File: src/rtl/boot_loader.sv
// rtl/boot_loader.sv - byte-stream image loader: packs big-endian words, writes memory, verifies XOR checksum, releases CPU reset
module boot_loader #(
  parameter logic [31:0] BASE_ADDR = 32'h0000_0000,
  parameter int          MAX_WORDS = 256
) (
  input  logic        clock,
  input  logic        rst,
  input  logic [7:0]  in_data,
  input  logic        in_valid,
  output logic        in_ready,
  output logic        mem_ena_W,
  output logic [31:0] mem_addr,
  output logic [31:0] mem_data_W,
  output logic        cpu_rst,
  output logic        done,
  output logic        err,
  output logic [15:0] words_loaded
);

  typedef enum logic [2:0] {CNT_HI, CNT_LO, DATA, WRITE, CSUM, DONE, ERR} state_t;

  localparam logic [16:0] MAX_N = 17'(MAX_WORDS);

  state_t      state, state_nxt;
  logic [15:0] count;
  logic [1:0]  idx;
  logic [31:0] word;
  logic [7:0]  acc;
  logic [31:0] addr;
  logic [15:0] wl;
  logic        take;
  logic [15:0] n_full;

  assign take   = in_valid && in_ready;
  assign n_full = {count[15:8], in_data};

  always_comb begin
    state_nxt = state;
    case (state)
      CNT_HI: if (take) state_nxt = CNT_LO;
      CNT_LO: if (take) begin
        if ({1'b0, n_full} > MAX_N) state_nxt = ERR;
        else if (n_full == 16'd0)   state_nxt = CSUM;
        else                        state_nxt = DATA;
      end
      DATA:   if (take && idx == 2'd3) state_nxt = WRITE;
      WRITE:  state_nxt = (wl + 16'd1 < count) ? DATA : CSUM;
      CSUM:   if (take) state_nxt = (in_data == acc) ? DONE : ERR;
      default: state_nxt = state;
    endcase
  end

  // Outputs are decoded from state or taken straight from registers.
  assign in_ready     = (state == CNT_HI) || (state == CNT_LO) || (state == DATA) || (state == CSUM);
  assign mem_ena_W    = (state == WRITE);
  assign mem_addr     = addr;
  assign mem_data_W   = word;
  assign cpu_rst      = (state != DONE);
  assign done         = (state == DONE);
  assign err          = (state == ERR);
  assign words_loaded = wl;

  always_ff @(posedge clock) begin
    if (rst) begin
      state <= CNT_HI;
      count <= 16'd0;
      idx   <= 2'd0;
      word  <= 32'd0;
      acc   <= 8'd0;
      addr  <= BASE_ADDR;
      wl    <= 16'd0;
    end else begin
      state <= state_nxt;
      case (state)
        CNT_HI: if (take) count <= {in_data, 8'h00};
        CNT_LO: if (take) count[7:0] <= in_data;
        DATA: if (take) begin
          word <= {word[23:0], in_data};
          acc  <= acc ^ in_data;
          idx  <= idx + 2'd1;
        end
        // addr tracks BASE_ADDR + 4*words_loaded so it is already valid during WRITE.
        WRITE: begin
          wl   <= wl + 16'd1;
          addr <= addr + 32'd4;
        end
        default: ;
      endcase
    end
  end

endmodule
File: config.mk
export PLATFORM = sky130hd
export DESIGN_NAME = boot_loader
export DESIGN_NICKNAME = d
export VERILOG_FILES = /design/src/rtl/boot_loader.sv
export SDC_FILE = /design/constraint.sdc
export NUM_CORES = 1
export LEC_CHECK = 0
export CORE_MARGIN = 3
export CORE_UTILIZATION = 52
export DETAILED_ROUTE_END_ITERATION = 16
export MAX_ROUTING_LAYER = met4
export PLACE_DENSITY_LB_ADDON = 0.25
export SETUP_SLACK_MARGIN = 0.15
export SLEW_MARGIN = 30
export SYNTH_ARGS = -nofsm -noshare
export SYNTH_HDL_FRONTEND = slang
export SYNTH_SLANG_ARGS = --single-unit
File: constraint.sdc
create_clock -name clock -period 3.05 [get_ports clock]
set_input_delay 0.305 -clock clock [delete_from_list [all_inputs] [get_ports clock]]
set_output_delay 0.305 -clock clock [all_outputs]
set_load 0.02 [all_outputs]
==> results_dict.tcl <==
set metrics [dict create \
    status "completed" \
    slowest_delay_ns 0.51 \
    relSlewSlack 0.4518 \
    multi_input_area_mm2 0.002640 \
    tightest_slew_ns 0.8148 \
    hold_path.class "input port to flop" \
    grt_max_degree 63 \
    synth.top_cell.area_share 0.4292 \
    startpoint_type "flop" \
    whs_ns 0.4276 \
    insertion_delay_ns 0.38 \
    cts.clk_slew.worst_paths_ns 0.11 \
    yosys_warnings 0 \
    yosysSeqAreaShare 0.4292 \
    nFillCells 791 \
    rsz0062_at_grt "no" \
    syn_avg_cell_area_um2 8.169 \
    max_freq_ghz 0.3823 \
    diodes 0 \
    antenna_found_initial 0 \
    synthCells 611 \
    root_buffer "clkbuf_8" \
    dieArea_mm2 0.01081 \
    wl_um 11550 \
    drtPass1Iterations 5 \
    critical_path_class "flop to flop" \
    dr.first_iter.drc_count 205 \
    core_area_mm2 0.009284 \
    gr-total-overflow 0 \
    die_x_um 104.0 \
    drive_gt1_frac 0.04885 \
    report.final.slew_viol_count 0 \
    ys_types 45 \
    worstSetupEndpointType "flop" \
    dp.final_hpwl_um 8311 \
    cts_setup_buffers 0 \
    maxCapViolCount 0 \
    placed_cells_incl_taps 809 \
    finalHoldViolations 0 \
    ant_nets 0 \
    gr-usage-all-layers 0.2228 \
    finalNonFillerCells 825 \
    critPathMaxFanout 7 \
    cts.path.max_buffers 2 \
    finalCriticalPeriod_ns 2.616 \
    grt_pass1_vias 4107 \
    setup_ws_ns 0.4343 \
    p_per_area_mw_per_mm2 394.3 \
    finalCritPeriodShare 0.8576 \
    cts_resized 0 \
    io_pins 96 \
    via_per_inst 5.381 \
    yosys.cell_count.top_type "nand2_1" \
    ir_drop_mv 0.3088 \
    async_reset_ff_frac 0 \
    place.gp.congestion 0.8692 \
    vias 4439 \
    synthToLayoutAreaGrowth_pct 24.69 \
    setup_viol_count_final 0 \
    ys.flop_type "dfxtp_1" \
    wl_per_cell_um 14.00 \
    final_nets 720 \
    fin_setup_tns_ns 0 \
    dieHeight_um 104.0 \
    syn_area_mm2 0.004991 \
    numCtsBuffers 9 \
    design_area_mm2 0.006223 \
    ys_ff_latch 107 \
    htreeDepth 3 \
    seqCellArea_mm2 0.002143 \
    synth_commonest_cells "nand2_1, dfxtp_1, nor2_1" \
    crit_slowest_cell "dfxtp_1" \
    cts_sinks 107 \
    drc 0 \
    grt_pass1_wl_um 19870 \
    cts_tree "yes" \
    dpl_cell_area_mm2 0.006016 \
    worstPathCellList "nand4_1 -> nor3_1 -> buf_4 -> nand3_1 -> xnor2_1 -> ha_1 -> and4_1 -> nand2_1 -> o31ai_1 -> o21ai_0 -> a22o_1" \
    initial_core_util 0.5376 \
    place_ws_ns 0.3720 \
    leakage_nw 2.193 \
    portBuffers 93 \
    worstPathArrival_ns 2.89 \
    row_count 35 \
    finClkSkew_ns 0.01471 \
    required_ns 3.32 \
    synth_edf_count 0 \
    yosysTopAreaCell "dfxtp_1" \
    synth_area_leaders "dfxtp_1, nand2_1, xor2_1" \
    cts_hold_buf 0 \
]
report_power, final:
group          switching [W]  leakage, nW  total [W]  internal, W
Clock               0.000548       0.0994   0.000875     0.000327
Combinational      0.0000943         1.23   0.000151    0.0000564
Sequential         0.0000166        0.864    0.00143      0.00141
Total               0.000659         2.19    0.00245      0.00179
metal layers:
metal,up-vias,track usage,wire (um),share of wire
met3,7,0.05400,628,0.054
li1,2224,-,-,-
met5,-,-,0,0
met1,2084,0.2921,5271,0.46
met4,0,0.03609,76,0.0066
met2,124,0.3579,5575,0.48
cell type report:
type                    instances  share of cell area
clock inverters                 7             0.01287
multi-input cells             449              0.4242
well taps                     129             0.02593
inverters                      23             0.01387
repair buffers                101              0.1588
flip-flops and latches        107              0.3444
clock buffers                   9             0.01990
critical path, delay by kind of cell, from the launching register on:
family          cells  cell delay (ns)
fa+ha+maj           1             0.30
simple gates        5             0.78
compound gates      3             0.60
flops               1             0.51
xor+xnor            1             0.17
buf+inv             1             0.16
registers in the layout, summed over array words and instances (netlist names):
| name | count |
|---|---|
| mem_data_W | 32 |
| count | 16 |
| words_loaded | 16 |
| idx | 2 |
| state | 3 |
| mem_addr | 30 |
| acc | 8 |
logic make-up (layout without fill, tap and decap cells):
family,count (synthesis),in the layout,share of synthesized area
DFF,107,107,0.4292
and+or+nand+nor,271,271,0.2550
buffers and inverters,56,140,0.04437
other,1,2,0.0007513
AOI/OAI and AO/OA,87,87,0.1010
adders and majority gates,18,18,0.04512
xor gates and xnor gates,71,71,0.1246
through the flow:
stage,total power [W],utilization
after floorplan,0.001562,-
after global placement,0.001604,0.6480
after detailed placement,0.001609,0.6480
after CTS,0.002472,0.6699
after global routing,0.002550,0.6704
final,0.002454,0.6704
final timing paths:
check	start	end	slack (ns)	cells past startpoint
worst max-delay path	words_loaded[6]	state[1]	0.43	11
worst min-delay path	rst	acc[2]	0.43	2
worst max register to register	words_loaded[6]	state[1]	0.43	11
worst min register to register	mem_data_W[6]	mem_data_W[14]	0.46	2
cell usage in the layout (no fill, tap or decap), drive strengths merged, types with 2 or more instances in the layout:
cell,count
dfxtp,107
nand2,113
ha,18
and2,3
clkbuf,9
or2,2
and3,5
or3,9
xnor2,31
o21ai,8
clkinv,3
nor2b,3
nor2,65
conb,2
a21oi,56
buf,9
nand3,21
o31ai,2
nand4,22
o311ai,2
xor2,40
nor4,9
nor3,7
a22oi,8
and4,6
inv,26
clkdlybuf4s50,92
nor3b,2
No activity file was read; power rests on OpenSTA's default activity.
